File: src/rtl/gpio_seq_pkg.sv
// gpio_seq_pkg: shared definitions for the gpio sequencer controller.
//   - register byte offsets and the pattern-table base
//   - CTRL / STATUS bit positions
//   - sequencer FSM state encoding
//   - helpers: byte-enable merge and effective step count
package gpio_seq_pkg;

    localparam logic [7:0] ADDR_DATA     = 8'h00;
    localparam logic [7:0] ADDR_CTRL     = 8'h04;
    localparam logic [7:0] ADDR_PERIOD   = 8'h08;
    localparam logic [7:0] ADDR_LEN      = 8'h0C;
    localparam logic [7:0] ADDR_STATUS   = 8'h10;
    localparam logic [7:0] ADDR_PAT_BASE = 8'h20;

    localparam int CTRL_RUN     = 0;
    localparam int CTRL_LOOP    = 1;
    localparam int STAT_DONE    = 0;
    localparam int STAT_DROP    = 1;
    localparam int STAT_IDX_LSB = 4;

    typedef enum logic [1:0] {
        ST_IDLE = 2'd0,
        ST_STEP = 2'd1,
        ST_WAIT = 2'd2
    } seq_state_e;

    // Replace only the bytes selected by be.
    function automatic logic [31:0] be_merge(input logic [31:0] old_v,
                                             input logic [31:0] new_v,
                                             input logic [3:0]  be);
        logic [31:0] m;
        m = {{8{be[3]}}, {8{be[2]}}, {8{be[1]}}, {8{be[0]}}};
        return (old_v & ~m) | (new_v & m);
    endfunction

    // LEN of 0 runs one step; anything beyond the table runs the whole table.
    function automatic logic [3:0] eff_len(input logic [3:0] len, input int depth);
        if (len == 4'd0) return 4'd1;
        if (int'(len) > depth) return 4'(depth);
        return len;
    endfunction

endpackage

File: src/rtl/gpio_seq_ctrl_if.sv
// gpio_seq_ctrl_if: CPU-side register bus plus the gpio write port.
//   CPU bus : addr, be, wdata, we (in to controller), q (read data out)
//   gpio    : g_addr, g_be, g_wdata, g_we (out of controller)
//   status  : busy, dbg_state (sequencer FSM state for observation)
//
// Handshake: there is no ready. we is a one-cycle strobe and every write is
// accepted in the cycle it is presented; q is combinational from addr. g_we
// is a one-cycle strobe the gpio port must accept unconditionally.
interface gpio_seq_ctrl_if;
    import gpio_seq_pkg::*;

    logic [7:0]  addr;
    logic [3:0]  be;
    logic [31:0] wdata;
    logic        we;
    logic [31:0] q;

    logic [7:0]  g_addr;
    logic [3:0]  g_be;
    logic [31:0] g_wdata;
    logic        g_we;
    logic        busy;
    seq_state_e  dbg_state;

    modport master (
        output addr, be, wdata, we,
        input  q, g_addr, g_be, g_wdata, g_we, busy, dbg_state
    );

    modport slave (
        input  addr, be, wdata, we,
        output q, g_addr, g_be, g_wdata, g_we, busy, dbg_state
    );

endinterface

File: src/rtl/gpio_seq_ctrl.sv
// gpio_seq_ctrl: owns the gpio write port. The CPU either writes DATA, which
// passes straight through to the port while the sequencer is idle, or loads a
// pattern table that is played out one entry per PERIOD cycles, once or looping.
// Ports:
//   clk    system clock
//   rst_n  asynchronous active-low reset
//   bus    gpio_seq_ctrl_if.slave (CPU register bus, gpio port, busy, dbg_state)
module gpio_seq_ctrl
    import gpio_seq_pkg::*;
#(
    parameter int DEPTH    = 8,
    parameter int PERIOD_W = 24
) (
    input  logic           clk,
    input  logic           rst_n,
    gpio_seq_ctrl_if.slave bus
);

    localparam int IDX_W = 3;

    seq_state_e          state_q;
    logic [31:0]         data_q;
    logic                run_q;
    logic                loop_q;
    logic [PERIOD_W-1:0] period_q;
    logic [PERIOD_W-1:0] cnt_q;
    logic [3:0]          len_q;
    logic [3:0]          idx_q;
    logic                done_q;
    logic                drop_q;
    logic [31:0]         pat_q [DEPTH];

    // Register decode
    logic             pat_hit;
    logic [IDX_W-1:0] pat_sel;
    logic             wr_data, wr_ctrl, wr_period, wr_len, wr_status, wr_pat;

    assign pat_hit   = ((bus.addr & 8'hE3) == ADDR_PAT_BASE) && (int'(bus.addr[4:2]) < DEPTH);
    assign pat_sel   = bus.addr[4:2];
    assign wr_data   = bus.we && (bus.addr == ADDR_DATA);
    assign wr_ctrl   = bus.we && (bus.addr == ADDR_CTRL) && bus.be[0];
    assign wr_period = bus.we && (bus.addr == ADDR_PERIOD);
    assign wr_len    = bus.we && (bus.addr == ADDR_LEN) && bus.be[0];
    assign wr_status = bus.we && (bus.addr == ADDR_STATUS) && bus.be[0];
    assign wr_pat    = bus.we && pat_hit;

    // Sequencer control terms
    logic                idle, step, last_step, start, abort, finish;
    logic [3:0]          len_eff;
    logic [PERIOD_W-1:0] per_eff;
    logic [31:0]         step_data;

    assign idle      = (state_q == ST_IDLE);
    assign step      = (state_q == ST_STEP);
    assign len_eff   = eff_len(len_q, DEPTH);
    // >= rather than == so a LEN shrunk mid-run still terminates/wraps.
    assign last_step = (idx_q >= (len_eff - 4'd1));
    assign per_eff   = (period_q == '0) ? PERIOD_W'(1) : period_q;
    assign start     = idle && wr_ctrl && bus.wdata[CTRL_RUN] && !run_q;
    assign abort     = !idle && wr_ctrl && !bus.wdata[CTRL_RUN];
    assign finish    = step && last_step && !loop_q && !abort;
    assign step_data = pat_q[idx_q[IDX_W-1:0]];

    // Sequencer FSM
    always_ff @(posedge clk or negedge rst_n) begin
        if (!rst_n) begin
            state_q <= ST_IDLE;
            idx_q   <= '0;
            cnt_q   <= '0;
        end else begin
            case (state_q)
                ST_IDLE: begin
                    if (start) begin
                        state_q <= ST_STEP;
                        idx_q   <= '0;
                    end
                end
                ST_STEP: begin
                    // The STEP itself always completes; abort only stops what follows.
                    if (abort) begin
                        state_q <= ST_IDLE;
                    end else begin
                        idx_q <= last_step ? 4'd0 : idx_q + 4'd1;
                        if (last_step && !loop_q) begin
                            state_q <= ST_IDLE;
                        end else if (per_eff == PERIOD_W'(1)) begin
                            state_q <= ST_STEP;
                        end else begin
                            state_q <= ST_WAIT;
                            cnt_q   <= per_eff - PERIOD_W'(1);
                        end
                    end
                end
                ST_WAIT: begin
                    if (abort) begin
                        state_q <= ST_IDLE;
                    end else begin
                        // cnt reaches 0 as the next STEP is entered.
                        cnt_q <= cnt_q - PERIOD_W'(1);
                        if (cnt_q == PERIOD_W'(1)) state_q <= ST_STEP;
                    end
                end
                default: state_q <= ST_IDLE;
            endcase
        end
    end

    // CPU-visible registers
    always_ff @(posedge clk or negedge rst_n) begin
        if (!rst_n) begin
            data_q   <= '0;
            run_q    <= 1'b0;
            loop_q   <= 1'b0;
            period_q <= '0;
            len_q    <= '0;
            done_q   <= 1'b0;
            drop_q   <= 1'b0;
            for (int i = 0; i < DEPTH; i++) pat_q[i] <= '0;
        end else begin
            if (step) begin
                data_q <= step_data;
            end else if (wr_data && idle) begin
                data_q <= be_merge(data_q, bus.wdata, bus.be);
            end

            if (wr_ctrl) begin
                loop_q <= bus.wdata[CTRL_LOOP];
                // While busy only a clear of RUN (abort) has an effect.
                if (idle || !bus.wdata[CTRL_RUN]) run_q <= bus.wdata[CTRL_RUN];
            end
            if (finish) run_q <= 1'b0;

            if (wr_period) period_q <= PERIOD_W'(be_merge(32'(period_q), bus.wdata, bus.be));
            if (wr_len)    len_q    <= bus.wdata[3:0];
            if (wr_pat)    pat_q[pat_sel] <= be_merge(pat_q[pat_sel], bus.wdata, bus.be);

            // Sticky flags: a hardware set wins over a coincident clear.
            if (finish) begin
                done_q <= 1'b1;
            end else if (wr_status && bus.wdata[STAT_DONE]) begin
                done_q <= 1'b0;
            end
            if (wr_data && !idle) begin
                drop_q <= 1'b1;
            end else if (wr_status && bus.wdata[STAT_DROP]) begin
                drop_q <= 1'b0;
            end
        end
    end

    // gpio port: sequencer STEP, else direct CPU pass-through while idle.
    always_comb begin
        bus.g_we    = 1'b0;
        bus.g_be    = 4'h0;
        bus.g_wdata = '0;
        if (step) begin
            bus.g_we    = 1'b1;
            bus.g_be    = 4'hF;
            bus.g_wdata = step_data;
        end else if (idle && wr_data) begin
            bus.g_we    = 1'b1;
            bus.g_be    = bus.be;
            bus.g_wdata = bus.wdata;
        end
    end

    assign bus.g_addr    = 8'h00;
    assign bus.busy      = !idle;
    assign bus.dbg_state = state_q;

    // Read mux
    always_comb begin
        bus.q = '0;
        if (pat_hit) begin
            bus.q = pat_q[pat_sel];
        end else begin
            case (bus.addr)
                ADDR_DATA:   bus.q = data_q;
                ADDR_CTRL: begin
                    bus.q[CTRL_RUN]  = run_q;
                    bus.q[CTRL_LOOP] = loop_q;
                end
                ADDR_PERIOD: bus.q[PERIOD_W-1:0] = period_q;
                ADDR_LEN:    bus.q[3:0] = len_q;
                ADDR_STATUS: begin
                    bus.q[STAT_DONE]           = done_q;
                    bus.q[STAT_DROP]           = drop_q;
                    bus.q[STAT_IDX_LSB +: 4]   = idx_q;
                end
                default: bus.q = '0;
            endcase
        end
    end

endmodule

File: src/flat_wrapper.sv
// flat-port wrapper written by rule: the top's interface ports become plain ports
module gpio_seq_ctrl_flat import gpio_seq_pkg::*;
#(
    parameter int DEPTH    = 8,
    parameter int PERIOD_W = 24
)
  (clk, rst_n, bus_addr, bus_be, bus_wdata, bus_we, bus_q, bus_g_addr, bus_g_be, bus_g_wdata, bus_g_we, bus_busy, bus_dbg_state);
  gpio_seq_ctrl_if bus_i ();
  input  logic clk;
  input  logic rst_n;
  input wire logic [$bits(bus_i.addr)-1:0] bus_addr;
  input wire logic [$bits(bus_i.be)-1:0] bus_be;
  input wire logic [$bits(bus_i.wdata)-1:0] bus_wdata;
  input wire logic [$bits(bus_i.we)-1:0] bus_we;
  output wire logic [$bits(bus_i.q)-1:0] bus_q;
  output wire logic [$bits(bus_i.g_addr)-1:0] bus_g_addr;
  output wire logic [$bits(bus_i.g_be)-1:0] bus_g_be;
  output wire logic [$bits(bus_i.g_wdata)-1:0] bus_g_wdata;
  output wire logic [$bits(bus_i.g_we)-1:0] bus_g_we;
  output wire logic [$bits(bus_i.busy)-1:0] bus_busy;
  output wire logic [$bits(bus_i.dbg_state)-1:0] bus_dbg_state;
  assign bus_i.addr = bus_addr;
  assign bus_i.be = bus_be;
  assign bus_i.wdata = bus_wdata;
  assign bus_i.we = bus_we;
  assign bus_q = bus_i.q;
  assign bus_g_addr = bus_i.g_addr;
  assign bus_g_be = bus_i.g_be;
  assign bus_g_wdata = bus_i.g_wdata;
  assign bus_g_we = bus_i.g_we;
  assign bus_busy = bus_i.busy;
  assign bus_dbg_state = bus_i.dbg_state;
  gpio_seq_ctrl #(.DEPTH(DEPTH), .PERIOD_W(PERIOD_W)) u_core (.clk(clk), .rst_n(rst_n), .bus(bus_i));
endmodule
File: config.mk
export PLATFORM = sky130hd
export DESIGN_NAME = gpio_seq_ctrl_flat
export DESIGN_NICKNAME = d
export VERILOG_FILES = /design/src/rtl/gpio_seq_pkg.sv /design/src/rtl/gpio_seq_ctrl_if.sv /design/src/rtl/gpio_seq_ctrl.sv /design/src/flat_wrapper.sv
export SDC_FILE = /design/constraint.sdc
export NUM_CORES = 1
export LEC_CHECK = 0
export BUFFER_PORTS_ARGS = -buffer_cell sky130_fd_sc_hd__buf_2
export CORE_MARGIN = 1
export CORE_UTILIZATION = 40
export DETAILED_ROUTE_END_ITERATION = 10
export GPL_TIMING_DRIVEN = 1
export PLACE_DENSITY = 0.55
export REMOVE_ABC_BUFFERS = 1
export SYNTH_ARGS = -nofsm -noshare
export SYNTH_HDL_FRONTEND = slang
export SYNTH_SLANG_ARGS = --single-unit
File: constraint.sdc
create_clock -name clk -period 4.7 [get_ports clk]
set_clock_uncertainty 0.2 [all_clocks]
set_input_delay 0.47 -clock clk [delete_from_list [all_inputs] [get_ports clk]]
set_output_delay 0.47 -clock clk [all_outputs]
set_load 0.005 [all_outputs]
==> results of run 1 <==
-- logic make-up after synthesis --
family | after synthesis | synth area share (%)
AOI/OAI and AO/OA | 255 | 8.28
xor gates and xnor gates | 16 | 0.711
and+or+nand+nor | 291 | 7.32
adders and majority gates | 10 | 0.635
DFF | 350 | 44.5
buffers and inverters | 166 | 3.49
other | 2 | 0.0381
muxes | 493 | 35.1
-- final timing paths --
kind	startpoint	end	slack (ns)	depth (start not counted)
max	u_core.idx_q[1]	bus_g_wdata[6]	0.83	5
min	bus_wdata[17]	flip-flop	0.01	3
max reg2reg	flip-flop	u_core.cnt_q[14]	1.01	11
min reg2reg	u_core.cnt_q[17]	u_core.cnt_q[17]	0.31	1
max in group asynchronous	rst_n	u_core.cnt_q[17]	2.77	3
min in group asynchronous	rst_n	asynchronous set/reset pin	0.42	2
-- area by class of cell --
cell class / instances / area (sq um) / area share [%]
multi-input cells: 1074 / 10300 / 45.9
flip-flops and latches: 350 / 8760 / 38.9
clock buffers: 65 / 1290 / 5.73
repair buffers: 158 / 981 / 4.36
well taps: 656 / 821 / 3.65
clock inverters: 10 / 169 / 0.750
inverters: 39 / 146 / 0.650
-- cell usage in the layout (no fill, tap or decap), types with 8 or more instances in the layout --
cell type / synthesis / routed
or3_1: 8 / 8
nor4_1: 14 / 13
nor2_1: 49 / 49
clkbuf_8: 0 / 13
xnor2_1: 10 / 10
o22ai_1: 9 / 9
nand3_1: 18 / 16
buf_2: 11 / 115
conb_1: 2 / 9
mux4_2: 130 / 130
ha_1: 10 / 10
clkbuf_1: 81 / 9
mux2i_1: 88 / 88
o21ai_0: 98 / 98
a21oi_1: 49 / 49
mux2_2: 275 / 275
inv_1: 39 / 39
a211oi_1: 35 / 35
nand4_1: 10 / 10
a221o_1: 16 / 16
buf_4: 9 / 32
nand2_1: 105 / 98
nor3_1: 19 / 18
dfrtp_1: 350 / 347
and3_1: 33 / 33
clkbuf_16: 0 / 43
-- synthesized netlist by cell type (6+ instances only) --
cell type	n	area share, %
and3_1	33	1.0
or4_1	6	0.23
clkbuf_1	81	1.5
a32o_1	7	0.36
buf_4	9	0.34
nand2b_1	6	0.19
a221o_1	16	0.81
a22o_1	6	0.27
buf_1	23	0.44
nand4_1	10	0.32
xnor2_1	10	0.44
nor4_1	14	0.44
mux4_2	130	15
ha_1	10	0.64
a211oi_1	35	1.3
a21oi_1	49	1.2
dfrtp_1	350	44
mux2i_1	88	4.5
nor2_1	49	0.93
xor2_1	6	0.27
buf_2	11	0.28
inv_1	39	0.74
mux2_2	275	16
nand3_1	18	0.46
o22ai_1	9	0.29
o21ai_0	98	2.5
nor3_1	19	0.48
or3_1	8	0.25
nand2_1	105	2.0
-- power breakdown --
part	internal [mW]	switching [mW]
logic	0.927	1.40
clock network	2.11	1.33
registers	3.35	0.311
total	6.38	3.05
-- routing by layer --
metal  GRT usage [%]  up-vias  part of all wire (%)
li1                -     6168                     -
met1            32.8     7404                    45
met2            38.6      333                    49
met3            3.58       68                   4.6
met4            6.45        0                   2.0
met5               0        -                     0
-- tightest hold or removal path: stages --
cell and delay (ns):
buf_2 0.11, inv_1 0.06, o21ai_0 0.08
-- repair_timing --
action	4_1_cts	5_1_grt
hold buffers	5	0
gates resized for setup	0	0
hold endpoints to repair	118	0
endpoints found under the setup margin	0	0
buffers inserted	0	0
==> key figures, run 1 <==
Placed design
  – Cell count after placement: 2272
  – Pre-CTS WS: 1.07 ns
  – Routability cong.: 0.885
  – Half-perimeter wire length after placement: 35600 um
  – Buffers on Ports: 118
  – Placed cell area: 21000 sq um

Timing
  – Unrepaired setup endpoints after global routing: false
  – Hold Slack: 0.0136 ns
  – Max Fclk: 0.258 GHz
  – Final setup margin: 0.831 ns
  – Final hold violations: 0
  – # setup viols final: 0
  – Rel. slew slack: 36.2%
  – Period utilization: 82.3%
  – Tightest Pin Transition: 0.957 ns
  – Final min period: 3.87 ns
  – Final Max Slew Viols: 0
  – Setup_tns: 0 ns

Yosys
  – FFs w/ async S/R, synth: 100%
  – Main flop type after synthesis: dfrtp_1
  – Post-Syn Area: 19700 sq um
  – Yosys warns: 0
  – Yosys reg bits: 350
  – Synth cell types: 65
  – Post-Synthesis Mean Instance Area: 12.4 sq um
  – Synth Instances: 1583
  – Post-synthesis sequential area ratio: between 40% and 50%
  – Post-synth EDFFs: 0

Setup path
  – Worst path bufs/invs: 2
  – Crit path max fanout: 57
  – CP Cell Sequence: buf_4 -> mux4_2 -> mux2i_1 -> o21ai_0 -> buf_2
  – Critical Path Slowest Stage Cell: buf_4
  – CP max stage delay: 0.82 ns
  – Crit Path Category: reg2out
  – Worst Path Arrival: ~3.2 ns
  – CP Capture Type: output port
  – Startpoint Class: flip-flop
  – CP top delay family: buffers and inverters
  – Worst EP required: 4.03 ns

Final layout
  – Ant diodes: 0
  – Final design utilization: 46.8%
  – Nets@finish: around 1.7k
  – Area Overhead vs Synth: 14.3%
  – Final cell count without fillers: 2352
  – Filler cell count in the final layout: 4387
  – Fraction of layout cells with a size suffix above 1: between 30% and 40%
  – Design area: 22500 sq um

Hold path
  – Hold/Removal Path Class: in2reg

Routing
  – 1st-pass router iterations: 5
  – DR vias/cell: 5.94
  – Starting DRT DRC Count: 1057
  – Vias: 14.0k
  – Post-route ant nets: 0
  – # DRC: 0
  – Routed wire length: a little under 60000 um
  – DR WL/cell: roughly 25 um

Power and ir drop
  – Leakage: 10.4 nW
  – Total power: 9.43 mW
  – Pwr/cell area: approximately 420 nW/um^2
  – Max VDD drop: between 0.2 and 0.25 mV

Floorplan
  – I/O pins: 127
  – Starting Density: 40.9%
  – Die Height: approximately 220 um
  – Die ar.: 50100 sq um
  – Die W: 224 um
  – Core footprint: ~48000 sq um
  – Rows: 80

Global routing
  – First-pass GRT wire length: 89300 um
  – Vias in the first global route: 14.1k
  – Overflow left after global routing: 0
  – Largest net degree at the start of global routing: ~120
  – Antenna violations before repair: 0
  – Total track usage: between 20% and 30%

Run status
  – Status: completed

Clock network
  – CTS tree: yes
  – Root Driver: clkbuf_16
  – Clk slew on worst S/H paths: 0.06 ns
  – Clk buf depth: 3
  – H-tree levels: 2
  – CTS Sinks: between 300 and 400
  – CTS Buf Count: 43
  – Clk_lat worst skew: 0.58 ns

Job
  – Max_cap viols: 0
(Power assumes the default switching activity.)
==> inputs of run 2 (changes only) <==
clock period = 3.9 ns   (was 4.7 ns; I/O delays follow)
==> run 2 against run 1 <==
  * Die area did not move
  * Non-clock buffer count rose by 38
  * Core utilization rose by 0.81 points
  * Setup slack got worse by 0.41 ns
  * Total power rose by 21%
  * Hold slack improved by 0.018 ns
  * Sequential share of layout area fell by 0.66 points
  * Combinational power rose by 28%
  * First-iteration DRC count fell by 18%
  * Final cell count rose by 1.6%
  * Global-route usage rose by 0.54 points
  * Wire length rose by 2.2%
  * Critical path type unchanged
  * Largest cell class unchanged
==> key figures, run 2 (synthesized netlist as in run 1, its figures left out) <==
Run status
  – Status: completed

Global routing
  – First-pass GRT wire length: 90600 um (+1.4%)
  – Total track usage: 24.2% (+0.54 points)
  – Antenna violations before repair: 1 (+1)
  – Largest net degree at the start of global routing: 101 (-15%)
  – Vias in the first global route: 14.5k (+2.8%)
  – Overflow left after global routing: 0 (unchanged)

Floorplan
  – I/O pins: 127 (unchanged)
  – Starting Density: 40.9% (unchanged)
  – Die W: 224 um (unchanged)
  – Die Height: 224 um (unchanged)
  – Rows: 80 (unchanged)
  – Core footprint: 48100 sq um (unchanged)
  – Die ar.: 50100 sq um (unchanged)

Setup path
  – Crit Path Category: reg2out
  – Startpoint Class: flip-flop
  – Worst Path Arrival: 2.89 ns (-0.31 ns)
  – Most used cell, CP: nand2_1
  – CP Cell Sequence: or2_2 -> nor4_2 -> buf_4 -> nand2_1 -> nand2_1 -> buf_2
  – Worst EP required: 3.31 ns (-0.72 ns)
  – CP Capture Type: output port
  – Worst path bufs/invs: 2 (unchanged)
  – Crit path depth: 6 (+1)
  – FF-to-FF path depth: 11 (unchanged)
  – CP top delay family: simple AND/OR/NAND/NOR gates
  – Crit path max fanout: 22 (-61%)
  – CP max stage delay: 0.50 ns (-0.32 ns)
  – Critical Path Slowest Stage Cell: dfrtp_1

Final layout
  – Multi-input logic area: 10300 sq um (unchanged)
  – Commonest non-fill, non-tap cell in the layout: dfrtp_1
  – Ant diodes: 0 (unchanged)
  – Commonest non-fill, non-tap cells in the layout: dfrtp_1 (347), mux2_2 (275), mux4_2 (130)
  – Fraction of layout cells with a size suffix above 1: 38.8% (+0.37 points)
  – Nets@finish: 1760 (+2.1%)
  – Seq. cell area: 8760 sq um (unchanged)
  – Area Overhead vs Synth: 16.3%
  – Final design utilization: 47.6% (+0.81 points)
  – Filler cell count in the final layout: 4322 (-1.5%)

Clock network
  – Clk slew on worst S/H paths: 0.06 ns (about the same)
  – CTS tree: yes
  – Clk_lat worst skew: 0.57 ns (about the same)
  – H-tree levels: 2 (unchanged)
  – CTS Buf Count: 42 (-2.3%)
  – Root Driver: clkbuf_16
  – Post_cts resized: 0 (unchanged)
  – CTS Sinks: 350 (unchanged)
  – Clk buf depth: 3 (unchanged)

Routing
  – DR vias/cell: 5.90 (-0.61%)
  – # DRC: 0 (unchanged)
  – 1st-pass router iterations: 5 (unchanged)
  – Routed wire length: 59400 um (+2.2%)
  – DR WL/cell: 24.8 um (+0.55%)
  – Post-route ant nets: 0 (unchanged)
  – Vias: 14.1k (+0.99%)
  – Starting DRT DRC Count: 867 (-18%)

Placed design
  – Buffers on Ports: 118 (unchanged)
  – Routability cong.: 0.844 (-4.6%)
  – Half-perimeter wire length after placement: 36700 um (+3.2%)

Timing
  – Unrepaired setup endpoints after global routing: false
  – Tightest Pin Transition: 0.944 ns (-0.0136 ns)
  – Hold Slack: 0.0317 ns (+0.0180 ns)
  – Final hold violations: 0 (unchanged)
  – Final Max Slew Viols: 0 (unchanged)
  – Final min period: 3.48 ns
  – Period utilization: 89.3%
  – Rel. slew slack: 37.1% (+0.90 points)
  – # setup viols final: 0 (unchanged)
  – Max Fclk: 0.287 GHz

Power and ir drop
  – Pwr/cell area: 498 nW/um^2 (+19%)
  – Max VDD drop: 0.454 mV (+100%)
  – Leakage: 10.6 nW (+1.9%)

Hold path
  – Hold/Removal Path Class: in2reg
  – Hold path cells: 3 (unchanged)

Job
  – Max_cap viols: 0 (unchanged)
-- run 2: cell types whose count changed in the layout (fill, tap and decap cells not counted), sizes merged --
cell         delta
clkinvlp        +1
inv             -1
dlygate4sd3    +18
clkinv          +5
buf            +20
clkbuf          -5
-- run 2: worst register-to-register path, cell delays in order, from the launching register on --
cell and delay, ns:
dfrtp_1 0.46, or4_1 0.60, or4_4 0.49, nor2_1 0.16, nor2_1 0.08, ha_1 0.23
nor3b_1 0.20, nand4_1 0.25, nor3_1 0.10, xnor2_1 0.17, o22ai_1 0.10, a32o_1 0.21
-- run 2: metal layers --
| layer | wire length [um] | part of all wire, % | GRT usage (%) | up-vias |
|---|---|---|---|---|
| li1 | - | - | - | 6261 |
| met1 | 26300 | 44 | 33.6 | 7331 |
| met2 | 28300 | 48 | 38.7 | 417 |
| met3 | 3110 | 5.2 | 3.46 | 103 |
| met4 | 1670 | 2.8 | 8.31 | 0 |
| met5 | 0 | 0 | 0 | - |
-- run 2: area by class of cell --
type | instances | share of cell area, %
clock inverters | 15 | 0.809
flip-flops and latches | 350 | 38.3
multi-input cells | 1074 | 45.2
repair buffers | 196 | 6.16
clock buffers | 60 | 5.37
inverters | 39 | 0.639
well taps | 656 | 3.58
-- run 2: per-stage QoR --
step	cells	cell area (sq um)	total power, mW	TNS [ns]	worst slack (ns)
6_report	2390	22900	11.4	0	0.417
5_1_grt	2390	22900	12.0	0	0.284
4_1_cts	2390	22900	11.5	0	0.405
3_5_place_dp	2292	21300	7.38	0	0.556
3_3_place_gp	2292	21300	7.33	0	0.589
2_1_floorplan	1463	19200	6.24	-206.89	-2.74
-- run 2: power by group --
| part | switching [mW] | total [mW] | leakage [nW] | internal [mW] |
|---|---|---|---|---|
| logic | 1.79 | 2.98 | 5.15 | 1.19 |
| clock network | 1.61 | 4.07 | 0.701 | 2.46 |
| registers | 0.319 | 4.36 | 4.76 | 4.04 |
-- run 2: worst paths after layout --
check | end | start | slack (ns)
setup reg to reg | u_core.cnt_q[14] | flip-flop | 0.52
hold / removal | u_core.len_q[0] | bus_wdata[0] | 0.03
min in group asynchronous | u_core.pat_q[63] | rst_n | 0.28
setup / recovery | bus_g_be[1] | u_core.bus.dbg_state[0] | 0.42
hold reg to reg | u_core.done_q | u_core.done_q | 0.32
max in group asynchronous | u_core.pat_q[216] | rst_n | 2.19
-- run 2: what timing repair did --
| action | 4_1_cts | 5_1_grt |
|---|---|---|
| hold buffers | 23 | 0 |
| endpoints found under the hold margin | 117 | 0 |
| buffers inserted | 0 | 0 |
